### src/rtl/acc_job_arbiter.sv
// Round-robin arbiter and job sequencer sharing one multiply-add accelerator
// among NUM_REQ requesters, with a watchdog that aborts overlong jobs.
module acc_job_arbiter #(
  parameter int NUM_REQ        = 4,
  parameter int ID_W           = $clog2(NUM_REQ),
  parameter int WIDTH_TIMEOUT  = 8,
  parameter int TIMEOUT_CYCLES = 200
) (
  input  logic               clk,
  input  logic               rst,
  input  logic [NUM_REQ-1:0] req_i,
  output logic [NUM_REQ-1:0] gnt_o,
  output logic [ID_W-1:0]    gnt_id_o,
  output logic               acc_start_o,
  input  logic               acc_done_i,
  output logic               acc_abort_o,
  output logic               busy_o,
  output logic [NUM_REQ-1:0] done_o,
  output logic               timeout_o
);

  typedef enum logic [1:0] {IDLE, GRANT, RUN, RELEASE} state_t;

  localparam bit WD_EN = (TIMEOUT_CYCLES != 0);
  localparam logic [WIDTH_TIMEOUT-1:0] TO_LAST =
    WIDTH_TIMEOUT'((TIMEOUT_CYCLES == 0) ? 0 : TIMEOUT_CYCLES - 1);

  state_t                   state, state_nxt;
  logic [ID_W-1:0]          ptr, winner, pick;
  logic                     found;
  logic [WIDTH_TIMEOUT-1:0] cnt;
  logic                     flag, expire;

  // (a + k) mod NUM_REQ with one extra bit of headroom; k never exceeds NUM_REQ-1.
  function automatic logic [ID_W-1:0] wrap_add(input logic [ID_W-1:0] a, input int k);
    logic [ID_W:0] s;
    s = {1'b0, a} + (ID_W+1)'(k);
    if (s >= (ID_W+1)'(NUM_REQ))
      s = s - (ID_W+1)'(NUM_REQ);
    return s[ID_W-1:0];
  endfunction

  // First requester at or after ptr, wrapping; only consumed in IDLE.
  always_comb begin
    found = 1'b0;
    pick  = '0;
    for (int k = 0; k < NUM_REQ; k++) begin
      if (!found && req_i[wrap_add(ptr, k)]) begin
        found = 1'b1;
        pick  = wrap_add(ptr, k);
      end
    end
  end

  assign expire = WD_EN && (cnt == TO_LAST);

  always_comb begin
    state_nxt = state;
    case (state)
      IDLE:    if (found) state_nxt = GRANT;
      GRANT:   state_nxt = RUN;
      RUN:     if (acc_done_i || expire) state_nxt = RELEASE;
      RELEASE: state_nxt = IDLE;
      default: state_nxt = IDLE;
    endcase
  end

  always_ff @(posedge clk or posedge rst) begin
    if (rst) state <= IDLE;
    else     state <= state_nxt;
  end

  always_ff @(posedge clk or posedge rst) begin
    if (rst) begin
      ptr    <= '0;
      winner <= '0;
      cnt    <= '0;
      flag   <= 1'b0;
    end else begin
      if (state == IDLE && found)
        winner <= pick;
      if (state == GRANT)
        cnt <= '0;
      else if (state == RUN && cnt != '1)
        cnt <= cnt + 1'b1;
      // The last RUN cycle decides the flag; a simultaneous done beats expiry.
      if (state == RUN)
        flag <= !acc_done_i && expire;
      if (state == RELEASE)
        ptr <= wrap_add(winner, 1);
    end
  end

  assign busy_o      = (state != IDLE);
  assign gnt_o       = busy_o ? (NUM_REQ'(1) << winner) : '0;
  assign gnt_id_o    = busy_o ? winner : '0;
  assign acc_start_o = (state == GRANT);
  assign done_o      = (state == RELEASE) ? (NUM_REQ'(1) << winner) : '0;
  assign timeout_o   = (state == RELEASE) && flag;
  assign acc_abort_o = (state == RELEASE) && flag;

endmodule

### config.mk
export PLATFORM = sky130hd
export DESIGN_NAME = acc_job_arbiter
export DESIGN_NICKNAME = d
export VERILOG_FILES = /design/src/rtl/acc_job_arbiter.sv
export SDC_FILE = /design/constraint.sdc
export NUM_CORES = 1
export LEC_CHECK = 0
export ABC_AREA = 0
export CAP_MARGIN = 10
export CORE_ASPECT_RATIO = 1.2
export CORE_MARGIN = 3
export CORE_UTILIZATION = 50
export DETAILED_ROUTE_END_ITERATION = 7
export PLACE_DENSITY = 0.8
export SETUP_SLACK_MARGIN = 0.1
export SYNTH_ARGS = -nofsm -noshare
export SYNTH_HDL_FRONTEND = slang
export SYNTH_SLANG_ARGS = --single-unit
### constraint.sdc
create_clock -name clk -period 1.9 [get_ports clk]
set_input_delay 0.38 -clock clk [delete_from_list [all_inputs] [get_ports clk]]
set_output_delay 0.38 -clock clk [all_outputs]
set_load 0.02 [all_outputs]
==> Yosys cells after proc, flatten, opt, wreduce, memory -nomap -nowiden <==
Index checks and enable logic that the tools add are counted.
{ "totals": {"reg_bits": 15, "inputBits": 7, "output_inout_bits": 14, "elab_cells": 77} }
{ "classes": {"addsub": 10, "order_cmp": 9, "eq_ne": 7, "shifts": 1, "muxes": 29, "n_reduce_logical": 16} }
{ "op_table": {"columns": ["operator", "count"], "rows": [
  ["$mux W2", 12],
  ["$mux W8", 2],
  ["$ge A3 B3 Y1 const B", 4],
  ["$lt A2 B3 Y1 const B", 4],
  ["$sub A2 B1 Y2 const B", 5],
  ["$add A8 B1 Y8 const B", 1],
  ["$bmux W1 S2", 4],
  ["$eq A8 B8 Y1 const B", 1],
  ["$mux W1", 8],
  ["$mux W4", 2],
  ["$ne A8 B8 Y1 const B", 1],
  ["$pmux W2 S4", 1],
  ["$logic_and A1 B1 Y1", 7],
  ["$add A2 B1 Y3 const B", 2],
  ["$add A2 B2 Y3 const B", 2],
  ["$eq A2 B2 Y1 const B", 2],
  ["$logic_not A1 Y1", 4],
  ["$ne A2 B2 Y1 const B", 2],
  ["$reduce_bool A2 Y1", 2],
  ["$shl A1 B2 Y4 const A", 1],
  ["$ge A2 B3 Y1 const B", 1],
  ["$eq A2 B1 Y1 const B", 1],
  ["$logic_not A2 Y1", 1],
  ["$reduce_and A2 Y1", 1],
  ["$logic_or A1 B1 Y1", 1]
]} }

==> Logic depth before layout (Yosys ltp) <==
{ "logic_depth": {"ltp_word": 16, "ltp_mapped": 6, "ltp_nobuf": 5} }

==> Worst setup path before layout <==
Ideal clock, no wire load.
{ "synth_timing": {"kind": "reg2reg", "start": "reg cnt[0]", "end": "reg cnt[0]", "setup_time_ns": 0.125, "t_arrival_ns": 1.481, "required_time_ns": 1.775, "slack_ns": 0.294, "stages_incl_launch_ff": 6, "n_path_buf": 1, "period_less_slack_ns": 1.606, "path_cell_list": "dfrtp_1 > ha_1 > and4_1 > buf_2 > a21boi_1 > mux2_2"} }
{ "synth_via": {"elab_chain_cells": 3, "elab_cells_between_ends": 6, "classes_between": "add/sub: 1; eq/ne: 1; mux: 2; reduce/logical: 2"} }
{ "synth_rtl": {"columns": ["element", "line_no", "text"], "rows": [
  ["start: declaration", "31", "logic [WIDTH_TIMEOUT-1:0] cnt;"],
  ["start signal: assignment", "85", "cnt <= cnt + 1'b1;"],
  ["$add A8 B1 Y8 / $ne A8 B8 Y1 (equally long branches)", "85, 84", null],
  ["$mux W8 / $logic_and A1 B1 Y1 (equally long branches)", "84", "else if (state == RUN && cnt != '1)"],
  ["$mux W8 / $reduce_bool A2 Y1 (equally long branches)", null, null]
]} }
Several ways; a longest one is shown, not always the timed one. The select of a mux whose other input is x is not followed.
A chain may end at the register's enable or synchronous reset.

==> Final worst setup path <==
{ "layout_timing": {"start": "reg state[1]", "end": "out gnt_o[3]"} }
{ "layout_via": {"elab_chain_cells": 2} }
{ "layout_rtl": {"columns": ["element", "line_no", "text"], "rows": [
  ["start: declaration", "28", "state_t state, state_nxt;"],
  ["start signal: assignment", "70", "else state <= state_nxt;"],
  ["$reduce_bool A2 Y1", "94", "assign busy_o = (state != IDLE);"],
  ["$mux W4", "95", "assign gnt_o = busy_o ? (NUM_REQ'(1) << winner) : '0;"],
  ["end: declaration", "12", "output logic [NUM_REQ-1:0] gnt_o,"]
]} }
No other way between the ends.

==> results.sh <==
export IMPL_status="finished, final reports clean"
export IMPL_synthTopCellsByArea="dfrtp_1 37%, ha_1 11%, nor2b_1 4.3%, a21oi_1 3.5%, inv_1 3.3%"
export IMPL_grt_pass1_vias=922
export IMPL_avgViaCountPerCell=5.667
export IMPL_synth_cell_types=37
export IMPL_drv_cap=0
export IMPL_async_reset_ff_share_pct=100.0
export IMPL_period_minus_slack_ps=1729
export IMPL_cts_sinks=15
export IMPL_power_frac_comb_pct=59.9
export IMPL_row_count=17
export IMPL_vias=918
export IMPL_post_drt_wl_per_cell_um=13.96
export IMPL_yosysTopAreaCell="dfrtp_1"
export IMPL_switching_power_w=0.0007602
export IMPL_cts_inserted_buffers=3
export IMPL_fmax_mhz=578.2
export IMPL_antenna_cells=0
export IMPL_start_kind="register"
export IMPL_drt_pass1_iter_count=4
export IMPL_root_buffer="clkbuf_4"
export IMPL_syn_avg_cell_area_um2=9.202
export IMPL_r2r_end="cnt[0]"
export IMPL_seqPwrFrac_pct=29.3
export IMPL_drt_iter0_markers=18
export IMPL_routabilityCongestion=0.8250
export IMPL_clk_path_buf_depth=2
export IMPL_num_io_pins=21
export IMPL_post_dp_cell_area_mm2=0.001295
export IMPL_drive_gt1_share_pct=28.67
export IMPL_synthesis_nets=126
export IMPL_antenna_found_initial=0
export IMPL_finalClockSkew_ps=5.959
export IMPL_ys_flop_type="dfrtp_1"
export IMPL_core_region_area_mm2=0.001872
export IMPL_min_path_type="primary input to async pin"
export IMPL_required_ps=1520
export IMPL_power_density_mw_per_mm2=1349
export IMPL_period_share_pct=91.03
export IMPL_fp_dieH_um=55.29
export IMPL_die_area_mm2=0.002603
export IMPL_cts_hold_buf=0
export IMPL_internal_power_w=0.001007
export IMPL_postRouteAntennaNets=0
export IMPL_tns_ps=0
export IMPL_clock_power_share_pct=10.8
export IMPL_swShare_pct=43.02
export IMPL_io_buffer_count=20
export IMPL_finalWirelength_um=2262
export IMPL_ir_drop_v=0.0007962
export IMPL_grt_remaining_overflow=0
export IMPL_netlist_area_mm2=0.001012
export IMPL_path_class="register to output pin"
export IMPL_syn2layout_area_growth_pct=29.42
export IMPL_ys_seq_area_share_pct=37.08
export IMPL_cts_tree="built"
export IMPL_crit_arrival_ps=1350
export IMPL_final_cell_area_mm2=0.001310
export IMPL_rsz0062_at_grt="false"
export IMPL_htree_levels=1
export IMPL_start_util_pct=54.08
export IMPL_r2r_start="cnt[0]"
export IMPL_clkTransAtPathRegs_ps=100
export IMPL_slew_headroom_pct=63.26
export IMPL_syn_inst=110
export IMPL_grt_usage_pct=19.65
export IMPL_synth_edff_count=0
export IMPL_drc=0
export IMPL_fin_nets=160
export IMPL_yosys_warnings=0
export IMPL_timing_hold_ws_ps=422.8
export IMPL_hpwl_um=1762
export IMPL_finalSetupViolations=0
export IMPL_grt_pass1_wl_um=3781
export IMPL_r2r_slack_ps=220
export IMPL_worst_slew_pin_slew_ps=550.5
export IMPL_yosys_register_bits=15
export IMPL_yosys_area_top_type_share_pct=37.08
export IMPL_die_x_um=47.08
export IMPL_hold_violations=0
export IMPL_clk_latency_ps=290
export IMPL_grt_max_degree=16
export IMPL_rr_worst_depth=4
export IMPL_worstSetupEndpointType="output pin"
export IMPL_crit_fanout=9
export IMPL_drv_slew=0
export IMPL_power_w=0.001767
export IMPL_p_leak_nw=0.6056
export IMPL_layout_common_cells="14 x dfrtp_1, 14 x buf_4"
==> metrics by stage <==
stage	util (%)	instances	setup WS (ps)
after global routing	69.99	162	97.26
final	69.99	162	170.5
after CTS	72.06	160	64.31
after detailed placement	69.18	155	-8.452
after global placement	69.18	155	51.30
after floorplan	-	110	294.4
==> routing by layer <==
layer  global-route usage, %  share of wire (%)
met4                   10.28                3.1
met1                   22.77                 42
met3                   3.909                5.0
met5                       0                  0
met2                   32.23                 50
==> worst max-delay path by stage <==
| stage | from | end | slack (ps) | cells after the start |
|---|---|---|---|---|
| 2_1_floorplan | cnt[0] | cnt[0] | 290 | 5 |
| 3_3_place_gp | state[0] | gnt_o[2] | 50 | 4 |
| 3_5_place_dp | state[0] | gnt_o[2] | -8 | 4 |
| 4_1_cts | state[0] | busy_o | 60 | 4 |
| 5_1_grt | state[1] | gnt_id_o[0] | 100 | 4 |
| 6_report | state[1] | gnt_o[3] | 170 | 4 |
==> critical path, cell delays in order (launching register included) <==
cell             delay (ps)
dfrtp_1                 400
inv_1                   100
ha_4                    190
nor2b_1                 100
clkdlybuf4s15_2         260
==> power groups by stage <==
| stage | clock network [W] | registers, W | logic (W) |
|---|---|---|---|
| after CTS | 0.000193 | 0.000513 | 0.00107 |
| after global placement | 0 | 0.000509 | 0.00103 |
| after global routing | 0.000213 | 0.000530 | 0.00118 |
| after detailed placement | 0 | 0.000518 | 0.00106 |
| after floorplan | 0 | 0.000485 | 0.000626 |
| final | 0.000191 | 0.000517 | 0.00106 |
==> area by class of cell <==
type / instances / area (µm²)
Timing Repair Buffer: 34 / 254.0
Fill cell: 152 / 561.8
Multi-Input combinational cell: 81 / 594.3
Tap cell: 19 / 23.77
Inverter: 9 / 33.78
Clock inverter: 1 / 5.005
Sequential cell: 15 / 376.6
Clock buffer: 3 / 22.52
==> kinds of logic after synthesis <==
group / count (synthesis) / share of synthesized area (%)
fa+ha+maj: 9 / 11.13
simple gates: 43 / 24.97
compound gates: 25 / 16.81
flops: 15 / 37.08
buf+inv: 14 / 5.686
mux: 4 / 4.326
==> synth_stat cells (all sizes together) (2+ instances only) <==
| library cell | count |
|---|---|
| nor2 | 4 |
| nand2b | 4 |
| nand4 | 2 |
| and4 | 2 |
| o31ai | 2 |
| a31oi | 2 |
| mux2 | 3 |
| and2 | 5 |
| a211oi | 2 |
| nor3b | 2 |
| inv | 9 |
| nand2 | 6 |
| buf | 3 |
| a21boi | 2 |
| nor2b | 7 |
| nor3 | 4 |
| a21oi | 7 |
| dfrtp | 15 |
| and3 | 2 |
| a311oi | 2 |
| o41ai | 2 |
| or3 | 2 |
| clkbuf | 2 |
| ha | 9 |
==> flip-flops by register name, summed over array words and instances (netlist names) <==
register  flops
cnt           8
flag          1
winner        2
state         2
ptr           2
==> what timing repair did <==
item	4_1_cts	5_1_grt
resized for setup	41	13
setup buffers	1	2
setup endpoints to repair	14	14
Note: power is estimated with default switching activity, not from simulation.
